**src/rtl/irq_ctrl_if.sv**
```systemverilog
// Bundle of request, CPU handshake and mask signals around irq_ctrl.
// slave = controller side, master = CPU / source side.
interface irq_ctrl_if #(
  parameter int unsigned NUM_SRC = 4
);
  logic [NUM_SRC-1:0] irq_in;
  logic [NUM_SRC-1:0] dev_ack;
  logic               cpu_irq;
  logic               cpu_ack;
  logic               iret;
  logic [15:0]        vector;
  logic [3:0]         cur_src;
  logic               mask_we;
  logic [NUM_SRC-1:0] mask_din;
  logic [NUM_SRC-1:0] mask;

  modport slave (
    input  irq_in, cpu_ack, iret, mask_we, mask_din,
    output dev_ack, cpu_irq, vector, cur_src, mask
  );

  modport master (
    output irq_in, cpu_ack, iret, mask_we, mask_din,
    input  dev_ack, cpu_irq, vector, cur_src, mask
  );
endinterface

```
**src/rtl/irq_ctrl.sv**
```systemverilog
// Masked, prioritised interrupt controller with a single in-service slot.
// Define IRQ_CTRL_ROUND_ROBIN_EN for rotating priority instead of lowest-index-wins.
//
// state     | meaning
// S_IDLE    | no interrupt outstanding, arbitrating pending requests
// S_PEND    | grant registered, cpu_irq high, waiting for cpu_ack
// S_SERVICE | CPU running the ISR, waiting for iret
module irq_ctrl #(
  parameter int unsigned        NUM_SRC    = 4,
  parameter logic [15:0]        VEC_BASE   = 16'h0100,
  parameter logic [15:0]        VEC_STRIDE = 16'h0010,
  parameter logic [NUM_SRC-1:0] MASK_RESET = '1
) (
  input logic       clk,
  input logic       rst_n,
  irq_ctrl_if.slave bus
);

  localparam logic [1:0] S_IDLE    = 2'd0;
  localparam logic [1:0] S_PEND    = 2'd1;
  localparam logic [1:0] S_SERVICE = 2'd2;

  logic [1:0]         state_q,   state_d;
  logic [3:0]         cur_src_q, cur_src_d;
  logic [15:0]        vector_q,  vector_d;
  logic               cpu_irq_q, cpu_irq_d;
  logic [NUM_SRC-1:0] dev_ack_q, dev_ack_d;
  logic [NUM_SRC-1:0] mask_q,    mask_d;

  logic [15:0] pending_w;
  logic        win_found;
  logic [3:0]  win_idx;
  logic [3:0]  cand;

`ifdef IRQ_CTRL_ROUND_ROBIN_EN
  logic [3:0] ptr_q, ptr_d;
  logic [4:0] sum;
`endif

  // Zero-extended so a 4-bit index never exceeds the vector width.
  assign pending_w = 16'(bus.irq_in & mask_q);

  always_comb begin
    win_found = 1'b0;
    win_idx   = 4'd0;
    cand      = 4'd0;
`ifdef IRQ_CTRL_ROUND_ROBIN_EN
    sum       = 5'd0;
`endif
    for (int i = 0; i < NUM_SRC; i++) begin
`ifdef IRQ_CTRL_ROUND_ROBIN_EN
      sum = 5'(ptr_q) + 5'(i);
      if (sum >= 5'(NUM_SRC)) begin
        sum = sum - 5'(NUM_SRC);
      end
      cand = sum[3:0];
`else
      cand = 4'(i);
`endif
      if (!win_found && pending_w[cand]) begin
        win_found = 1'b1;
        win_idx   = cand;
      end
    end
  end

  always_comb begin
    state_d   = state_q;
    cur_src_d = cur_src_q;
    vector_d  = vector_q;
    cpu_irq_d = cpu_irq_q;
    dev_ack_d = '0;
    mask_d    = bus.mask_we ? bus.mask_din : mask_q;
`ifdef IRQ_CTRL_ROUND_ROBIN_EN
    ptr_d     = ptr_q;
`endif
    case (state_q)
      S_IDLE: begin
        if (win_found) begin
          state_d   = S_PEND;
          cur_src_d = win_idx;
          vector_d  = VEC_BASE + VEC_STRIDE * {12'h000, win_idx};
          cpu_irq_d = 1'b1;
`ifdef IRQ_CTRL_ROUND_ROBIN_EN
          ptr_d     = (win_idx == 4'(NUM_SRC - 1)) ? 4'd0 : win_idx + 4'd1;
`endif
        end
      end
      S_PEND: begin
        // Grant is locked in: the source may drop or be masked without effect.
        if (bus.cpu_ack) begin
          state_d   = S_SERVICE;
          cpu_irq_d = 1'b0;
          dev_ack_d = {{(NUM_SRC-1){1'b0}}, 1'b1} << cur_src_q;
        end
      end
      S_SERVICE: begin
        if (bus.iret) begin
          state_d = S_IDLE;
        end
      end
      default: begin
        state_d   = S_IDLE;
        cpu_irq_d = 1'b0;
      end
    endcase
  end

  always_ff @(posedge clk) begin
    if (!rst_n) begin
      state_q   <= S_IDLE;
      cur_src_q <= 4'd0;
      vector_q  <= 16'h0000;
      cpu_irq_q <= 1'b0;
      dev_ack_q <= '0;
      mask_q    <= MASK_RESET;
`ifdef IRQ_CTRL_ROUND_ROBIN_EN
      ptr_q     <= 4'd0;
`endif
    end else begin
      state_q   <= state_d;
      cur_src_q <= cur_src_d;
      vector_q  <= vector_d;
      cpu_irq_q <= cpu_irq_d;
      dev_ack_q <= dev_ack_d;
      mask_q    <= mask_d;
`ifdef IRQ_CTRL_ROUND_ROBIN_EN
      ptr_q     <= ptr_d;
`endif
    end
  end

  assign bus.cpu_irq = cpu_irq_q;
  assign bus.dev_ack = dev_ack_q;
  assign bus.vector  = vector_q;
  assign bus.cur_src = cur_src_q;
  assign bus.mask    = mask_q;

endmodule

```
**src/flat_wrapper.sv**
```systemverilog
// flat-port wrapper written by rule: the top's interface ports become plain ports
module irq_ctrl_flat 
#(
  parameter int unsigned        NUM_SRC    = 4,
  parameter logic [15:0]        VEC_BASE   = 16'h0100,
  parameter logic [15:0]        VEC_STRIDE = 16'h0010,
  parameter logic [NUM_SRC-1:0] MASK_RESET = '1
)
  (clk, rst_n, bus_irq_in, bus_cpu_ack, bus_iret, bus_mask_we, bus_mask_din, bus_dev_ack, bus_cpu_irq, bus_vector, bus_cur_src, bus_mask);
  irq_ctrl_if #(.NUM_SRC(NUM_SRC)) bus_i ();
  input logic clk;
  input logic rst_n;
  input wire logic [$bits(bus_i.irq_in)-1:0] bus_irq_in;
  input wire logic [$bits(bus_i.cpu_ack)-1:0] bus_cpu_ack;
  input wire logic [$bits(bus_i.iret)-1:0] bus_iret;
  input wire logic [$bits(bus_i.mask_we)-1:0] bus_mask_we;
  input wire logic [$bits(bus_i.mask_din)-1:0] bus_mask_din;
  output wire logic [$bits(bus_i.dev_ack)-1:0] bus_dev_ack;
  output wire logic [$bits(bus_i.cpu_irq)-1:0] bus_cpu_irq;
  output wire logic [$bits(bus_i.vector)-1:0] bus_vector;
  output wire logic [$bits(bus_i.cur_src)-1:0] bus_cur_src;
  output wire logic [$bits(bus_i.mask)-1:0] bus_mask;
  assign bus_i.irq_in = bus_irq_in;
  assign bus_i.cpu_ack = bus_cpu_ack;
  assign bus_i.iret = bus_iret;
  assign bus_i.mask_we = bus_mask_we;
  assign bus_i.mask_din = bus_mask_din;
  assign bus_dev_ack = bus_i.dev_ack;
  assign bus_cpu_irq = bus_i.cpu_irq;
  assign bus_vector = bus_i.vector;
  assign bus_cur_src = bus_i.cur_src;
  assign bus_mask = bus_i.mask;
  irq_ctrl #(.NUM_SRC(NUM_SRC), .VEC_BASE(VEC_BASE), .VEC_STRIDE(VEC_STRIDE), .MASK_RESET(MASK_RESET)) u_core (.clk(clk), .rst_n(rst_n), .bus(bus_i));
endmodule
```
**config.mk**
```make
export PLATFORM = sky130hd
export DESIGN_NAME = irq_ctrl_flat
export DESIGN_NICKNAME = d
export VERILOG_FILES = /design/src/rtl/irq_ctrl_if.sv /design/src/rtl/irq_ctrl.sv /design/src/flat_wrapper.sv
export SDC_FILE = /design/constraint.sdc
export NUM_CORES = 1
export LEC_CHECK = 0
export ABC_AREA = 1
export CAP_MARGIN = 10
export CORE_MARGIN = 2
export CORE_UTILIZATION = 32
export DETAILED_ROUTE_END_ITERATION = 8
export HOLD_SLACK_MARGIN = 0.05
export MAX_ROUTING_LAYER = met4
export PLACE_DENSITY = 0.78
export REMOVE_ABC_BUFFERS = 1
export SLEW_MARGIN = 40
export SYNTH_ARGS = -nofsm -noshare
export SYNTH_HDL_FRONTEND = slang
export SYNTH_SLANG_ARGS = --single-unit
```
**constraint.sdc**
```tcl
create_clock -name clk -period 0.9 [get_ports clk]
set_clock_uncertainty 0.15 [all_clocks]
set_input_delay 0.18 -clock clk [delete_from_list [all_inputs] [get_ports clk]]
set_output_delay 0.18 -clock clk [all_outputs]
set_load 0.01 [all_outputs]
```
Word-level counts from Yosys, hierarchy flattened
Index checks and enable logic that the tools add are counted.

Output and inout bits: 29. Register bits: 31. Input bits: 13. Logic and storage cells: 40.

Mux-type cells: 14. $add $sub $neg: 1. Eq/ne operators: 5. Shifts and indexed selects: 1. Bitwise operators: 2. Reduce and logical (&&, ||, !) cells: 11.

Operator list (count): $add A9 B6 Y10 const A (1); $mux W2 (5); $reduce_and A3 Y1 (3); $mux W1 (7); $pmux W2 S3 (1); $and A4 B4 Y4 (1); $ne A2 B2 Y1 const B (2); $shl A1 B4 Y4 const A (1); $logic_and A1 B1 Y1 (3); $logic_not A1 Y1 (3); $pmux W1 S3 (1); $eq A2 B1 Y1 const B (1); $eq A2 B2 Y1 const B (1); $logic_not A2 Y1 (1); $ne A2 B1 Y1 const B (1); $reduce_and A2 Y1 (1); $not A1 Y1 (1).

Logic depth before layout (Yosys ltp)
Depth after elaboration: 13. Depth in mapped cells: 9. Gate-level depth less buffers: 9.

Least setup slack after synthesis
OpenSTA, ideal clock, no wires.

Kind: reg-to-reg. Start point: register u_core.mask_q[1], in the netlist u_core.bus.mask[1]. End point: register u_core.cur_src_q[0], in the netlist u_core.bus.cur_src[0]. Clock period less this slack: 1.083 ns. Buffers on the path: 0. Setup slack: -0.183 ns. Setup time: 0.115 ns. Required time: 0.635 ns. Arrival: 0.819 ns. Cell stages (with the launch flop): 8. Cell sequence: dfxtp_1 -> nand2_1 -> nand2_1 -> nand2_2 -> nand2_2 -> inv_2 -> nand2_2 -> a21oi_2.

Longest elaborated chain between the ends: 10. Elaborated cells on any way between the ends: 13. Those cells by class: 6 x mux; 1 x bitwise; 6 x reduce/logical.

RTL lines: start: declaration (RTL line irq_ctrl.sv:28) `logic [NUM_SRC-1:0] mask_q, mask_d;`; start signal: assignment (RTL line irq_ctrl.sv:126) `mask_q <= mask_d;`; $and A4 B4 Y4 (*) (RTL line irq_ctrl.sv:41) `assign pending_w = 16'(bus.irq_in & mask_q);`; $logic_and A1 B1 Y1 (*) (RTL line irq_ctrl.sv:60) `if (!win_found && pending_w[cand]) begin`; $mux W1 (RTL line irq_ctrl.sv:60); $logic_not A1 Y1 (RTL line irq_ctrl.sv:60); $logic_and A1 B1 Y1 (RTL line irq_ctrl.sv:60); $mux W1 (RTL line irq_ctrl.sv:60); $logic_not A1 Y1 (RTL line irq_ctrl.sv:60); $logic_and A1 B1 Y1 (RTL line irq_ctrl.sv:60); $mux W1 (RTL line irq_ctrl.sv:60); $reduce_and A2 Y1 (no line); end signal: assignment (RTL line irq_ctrl.sv:122) `cur_src_q <= cur_src_d;`; end: declaration (RTL line irq_ctrl.sv:24) `logic [3:0] cur_src_q, cur_src_d;`.

Every way passes the cells marked *; elsewhere a longest branch is shown, timed or not. A chain may end at the register's enable or synchronous reset.

Final worst setup path
Start point: register u_core.mask_q[0], in the netlist u_core.bus.mask[0]. End point: output port bus_mask[0].

RTL lines: end: declaration (RTL line flat_wrapper.sv:22) `output wire logic [$bits(bus_i.mask)-1:0] bus_mask;`.

No word-level cell between the ends.

==> flow_metrics.py <==
metrics = {
    "status": {
        "status": "finished, violations left",
        "violations": "setup timing",
    },
    "timing": {
        "min_period_ps": 1180,
        "rsz0062_at_grt": "true",
        "fin_ws_ps": -277,
        "setup_tns_ps": -4410,
        "post-route-period-util": 1.31,
        "maxSlewViolCount": 0,
        "max_freq_ghz": 0.850,
        "setup_viol": 26,
        "timing.final.hold_violations": 0,
    },
    "floorplan": {
        "coreArea_sq_um": 1980,
        "dieArea_sq_um": 2520,
        "io_pins": 42,
        "rows": 16,
        "die_w_um": 50.2,
        "fp.dieH_um": 50.2,
        "start_util": 0.345,
    },
    "synth": {
        "yosys.area.top_type_share": 0.410,
        "syn_inst": 94,
        "yosysTopAreaCell": "dfxtp_1",
        "synth_warnings": 0,
        "yosys.cell_types.count": 16,
        "yosys-top-cells-area": "dfxtp_1 41%, buf_4 19%, nand2_1 14%",
        "postSynthAreaPerCell_sq_um": 7.28,
        "synth_area_sq_um": 684,
        "ys_seq_area_frac": 0.410,
        "ys_ff_latch": 14,
    },
    "detailed_routing": {
        "routed_wl_mm": 1.76,
        "route.detailed.drc": 0,
        "dr_total_vias": 711,
        "drtAntennaViolNets": 0,
        "viasPerCell": 4.18,
        "dr.pass1.iters": 4,
        "wl_per_cell_um": 10.3,
        "drt_iter0_markers": 4,
    },
    "worst_setup_path": {
        "cp.arrival_ps": 850,
        "required_ps": 570,
        "crit_type": "flop to primary output",
        "endpoint_kind": "primary output",
        "crit_fanout": 2,
        "cp-start-kind": "flop",
    },
    "grt": {
        "grt_pass1_wl_mm": 2.59,
        "grt_max_degree": 9,
        "grt_usage": 0.141,
        "grt_pass1_vias": 651,
        "grt.overflow.total": 0,
        "antenna_found_initial": 0,
    },
    "clock_tree": {
        "clock_latency_ps": 280,
        "root_buffer": "clkbuf_4",
        "cts_tree": "done",
        "clock_path_buffers": 2,
        "cts_htree_levels": 1,
        "numCtsBuffers": 3,
        "cts_sinks": 14,
        "clk_pin_slew_ps": 80,
    },
    "finish": {
        "drive_above_1_share": 0.580,
        "antenna_cells": 0,
        "nNetsFinal": 157,
        "fin_util": 0.622,
        "fin_cells": 170,
        "area_growth_syn_to_layout_pct": 80.1,
    },
    "flow_run": {
        "max_cap_viol_count": 0,
    },
    "place": {
        "gp_congestion": 0.802,
        "place_ws_ps": -479,
        "hpwlAfterDp_mm": 1.16,
        "portBuffers": 26,
        "dp_cells": 158,
    },
    "power_and_ir_drop": {
        "leakage_nw": 0.635,
        "ir_worst_vdd_mv": 0.692,
        "power_density_nw_per_um2": 1430,
    },
    "min_path": {
        "hp-class": "input port to flop",
    },
}
[synthesized netlist by cell type]
cell type,n
o21ai_1,1
buf_4,17
nor2_1,5
nand2_1,25
nand3b_1,1
a21oi_1,2
nand3_1,6
inv_1,9
buf_2,1
a21oi_2,1
nand4_1,1
inv_2,4
o31ai_1,1
nand2_2,5
dfxtp_1,14
conb_1,1
[layout by cell type (no fill, tap or decap)]
cell             synthesis  routed
nand3_2                  0       2
inv_1                    9       7
nand2_1                 25      15
inv_2                    4       6
buf_2                    1       3
nor2_2                   0       4
clkbuf_8                 0       1
conb_1                   1      15
a21oi_2                  1       3
nand3_1                  6       4
o21ai_1                  1       1
dfxtp_2                  0      11
nand4_1                  1       1
dfxtp_1                 14       2
buf_4                   17      15
dlymetal6s2s_1           0       1
nand2_4                  0       5
o31ai_1                  1       1
nand3b_1                 1       1
dfxtp_4                  0       1
clkdlybuf4s50_1          0      10
buf_6                    0      19
nand2_2                  5      10
dlygate4sd2_1            0       1
clkbuf_4                 0       3
nor2_1                   5       1
[layout make-up]
class	instances	area, sq um
tap	27	33.8
multi-input combinational	63	353
inverter	13	48.8
sequential	14	298
timing repair buffer	49	463
fill	180	749
clock buffer	4	36.3
[power by group]
| part | internal [mW] | switching, mW |
|---|---|---|
| sequential | 0.677 | 0.0411 |
| clock | 0.246 | 0.204 |
| combinational | 0.324 | 0.273 |
[critical path: stages (launching register included)]
cell and delay (ps):
dfxtp_2 330, buf_4 130, buf_6 110
[per-layer routing]
layer	GRT usage	part of all wire	vias up
met5	-	0	-
li1	-	-	352
met1	0.131	0.35	316
met3	0.0387	0.084	3
met2	0.263	0.55	40
met4	0.0694	0.015	0
[final timing paths]
check | startpoint | endpoint | slack (ps) | cells after the start
worst max register to register | u_core.bus.mask[3]$_SDFFE_PN1P_ | u_core.state_q[0]$_SDFFE_PN0P_ | -260 | 9
worst min register to register | u_core.state_q[1]$_SDFFE_PN0P_ | u_core.state_q[1]$_SDFFE_PN0P_ | 350 | 2
worst max-delay path | u_core.bus.mask[0]$_SDFFE_PN1P_ | bus_mask[0] | -280 | 2
worst min-delay path | bus_mask_we | u_core.bus.mask[3]$_SDFFE_PN1P_ | 140 | 4
[repair_timing]
| item | in CTS | in global routing |
|---|---|---|
| setup endpoints to repair | 26 | 28 |
| hold buffers | 0 | 0 |
| setup buffers | 3 | 5 |
| resized for setup | 91 | 24 |
| pin swaps | 7 | 7 |
[per-stage QoR]
stage	hold slack, ps	power, mW	area [sq um]
final	141	1.76	1230
after floorplan	114	0.910	604
after CTS	176	1.70	1110
after global placement	342	1.16	1010
after detailed placement	344	1.17	1010
after global routing	164	1.87	1230
[registers in the layout (all words and copies together) (netlist names)]
register	count
u_core.bus.vector	2
u_core.bus.cur_src	1
u_core.bus.mask	4
u_core.state_q	2
u_core.bus.cpu_irq	1
u_core.bus.dev_ack	4
[logic make-up after synthesis]
| logic type | after synthesis | synth area share |
|---|---|---|
| AND/OR/NAND/NOR | 43 | 0.274 |
| flip-flops | 14 | 0.410 |
| AO/OA/AOI/OAI | 5 | 0.0457 |
| buffers and inverters | 31 | 0.265 |
| other | 1 | 0.00548 |
(Power assumes the default switching activity.)
==> edit: new RTL, same flow settings <==
The option `IRQ_CTRL_ROUND_ROBIN_EN` is turned on by a define.
--- a/src/rtl/irq_ctrl.sv
+++ b/src/rtl/irq_ctrl.sv
@@ -6,4 +6,6 @@
 // S_PEND    | grant registered, cpu_irq high, waiting for cpu_ack
 // S_SERVICE | CPU running the ISR, waiting for iret
+`define IRQ_CTRL_ROUND_ROBIN_EN
+
 module irq_ctrl #(
   parameter int unsigned        NUM_SRC    = 4,
Behaviour: not the same (Yosys sat finds a counterexample within 10 cycles, from zero or initial values and one cycle with rst_n low).
==> edit against the original RTL <==
  * Largest power group is now combinational cells
  * Count of clock-buffer cells in the layout decreased by 1
  * Highest routed layer unchanged
  * Cell count is 110% higher
  * The run still ends with setup timing left
  * Design area rose by 120%
  * Critical endpoint is now u_core.ptr_q[1]
  * Worst setup slack worse by 1.5 ns
  * Routed wire length grew to 3.3 times the old value
  * Sequential cell count up 6
  * Area after synthesis is 130% higher
  * Power rose to 5.2 times the old value
  * Critical path type is now reg2reg
  * Register-to-register slack lost 1.5 ns
  * Clock power up 100%
==> edit: results (changes against the original RTL) <==
.. list-table::
   :header-rows: 1

   * - Metric
     - Value
   * - Vias after detailed routing
     - 1866 (was 711)
   * - Part of the power in registers
     - 14.6% (was 40.7%)
   * - Combinational logic power
     - 6.89 mW (was 0.597 mW)
   * - Violated checks
     - setup timing (unchanged)
   * - Largest vdd supply drop
     - 3.07 mV (was 0.692 mV)
   * - Top cells by instance count after synthesis
     - sky130_fd_sc_hd__nand2_1 (56), sky130_fd_sc_hd__nand3_1 (34), sky130_fd_sc_hd__inv_1 (23), sky130_fd_sc_hd__dfxtp_1 (20), sky130_fd_sc_hd__buf_4 (15) (was sky130_fd_sc_hd__nand2_1 (25), sky130_fd_sc_hd__buf_4 (17), sky130_fd_sc_hd__dfxtp_1 (14), sky130_fd_sc_hd__inv_1 (9), sky130_fd_sc_hd__nand3_1 (6))
   * - Leakage power figure
     - 1.32 nW (was 0.635 nW)
   * - First-pass GRT wire length
     - 7.45 mm (was 2.59 mm)
   * - Final worst setup slack
     - -1.79 ns (was -0.277 ns)
   * - Layout cell share with drive strength beyond 1
     - 58.5% (was 58.0%)
   * - Netlist cell types
     - 29 (was 16)
   * - Resized Gates After CTS
     - 141 (was 91)
   * - Switching component of the power
     - 4.10 mW (was 0.517 mW)
   * - Count of input and output buffers
     - 30 (was 26)
   * - Final estimated routing congestion in global placement
     - 0.946 (was 0.802)
   * - Maximum number of pins on one net before global-route repair
     - 13 (was 9)
   * - Count of final setup violators
     - 34 (was 26)
   * - Total Power
     - 9.15 mW (was 1.76 mW)
   * - Status
     - complete, but fails checks (unchanged)
   * - Worst slack after detailed placement
     - -1.75 ns (was -0.479 ns)
   * - Detail-routed net length per standard cell
     - 15.8 um (was 10.3 um)
   * - Number of global-route vias before repair
     - 1642 (was 651)
   * - Initial DRC count
     - 129 (was 4)
   * - Initial DRT Pass Iterations
     - 5 (was 4)
   * - CTS root buffer
     - sky130_fd_sc_hd__clkbuf_8 (was sky130_fd_sc_hd__clkbuf_4)
   * - Count of buffers added by post-CTS timing repair for setup
     - 15 (was 3)
-- edit: cell types whose count changed in the layout (fill, tap and decap cells not counted), sizes merged, moves of 4 or more --
| cell | unedited run | this run |
|---|---|---|
| buf | 37 | 81 |
| nand2 | 30 | 65 |
| nand3 | 6 | 36 |
| ha | 0 | 13 |
| inv | 13 | 26 |
| nor2 | 5 | 16 |
| nor3 | 0 | 9 |
| dfxtp | 14 | 20 |
| conb | 15 | 11 |
-- edit: stage by stage --
step | util, % | std cells | setup TNS, ns | instance area, um2
2_1_floorplan | - | 214 | -16.18 | 1450
3_3_place_gp | 45.3 | 339 | -26.23 | 2130
3_5_place_dp | 45.3 | 339 | -26.84 | 2130
4_1_cts | 52.3 | 357 | -19.34 | 2460
5_1_grt | 58.3 | 365 | -23.20 | 2730
6_report | 58.3 | 365 | -21.53 | 2730
-- edit: final timing paths --
check                             from              endpoint  cells past startpoint
setup / recovery       u_core.ptr_q[2]       u_core.ptr_q[1]                     16
hold reg to reg   u_core.bus.vector[8]  u_core.bus.vector[8]                      2
setup reg to reg       u_core.ptr_q[2]       u_core.ptr_q[1]                     16
hold / removal             bus_mask_we    u_core.bus.mask[2]                      3
-- edit: cells by family after synthesis --
kind of cell | Yosys count | synth area share, %
simple gates | 133 | 44.0
buf+inv | 44 | 15.4
other cells | 1 | 0.243
compound gates | 10 | 3.81
flops | 20 | 26.0
fa+ha+maj | 13 | 10.5
-- edit: critical path, stage by stage, from the launching register on --
cell	delay (ns)
sky130_fd_sc_hd__dfxtp_4	0.41
sky130_fd_sc_hd__buf_4	0.14
sky130_fd_sc_hd__inv_2	0.06
sky130_fd_sc_hd__ha_1	0.29
sky130_fd_sc_hd__nand2_1	0.07
sky130_fd_sc_hd__a21boi_1	0.14
sky130_fd_sc_hd__nor2_2	0.25
sky130_fd_sc_hd__nand2_4	0.14
sky130_fd_sc_hd__nand3_1	0.11
sky130_fd_sc_hd__nand2_1	0.06
sky130_fd_sc_hd__nand2_1	0.06
sky130_fd_sc_hd__nand3_1	0.10
sky130_fd_sc_hd__nand2_2	0.10
sky130_fd_sc_hd__inv_2	0.05
sky130_fd_sc_hd__ha_4	0.21
sky130_fd_sc_hd__o21ai_2	0.16
sky130_fd_sc_hd__nor2_1	0.07
-- edit: area by class of cell --
class	instances	area share, %
multi-input cells	167	44.2
repair buffers	93	30.6
flip-flops and latches	20	15.8
inverters	27	4.30
well taps	54	2.47
clock buffers	3	1.51
clock inverters	1	1.10
-- edit: layer usage --
metal  global-route usage (%)  up-vias  part of all wire [%]
li1                         -      873                     -
met1                     21.2      866                    39
met2                     31.2       84                    52
met3                     2.61       43                   3.8
met4                     3.03        0                   5.4
met5                        -        -                     0
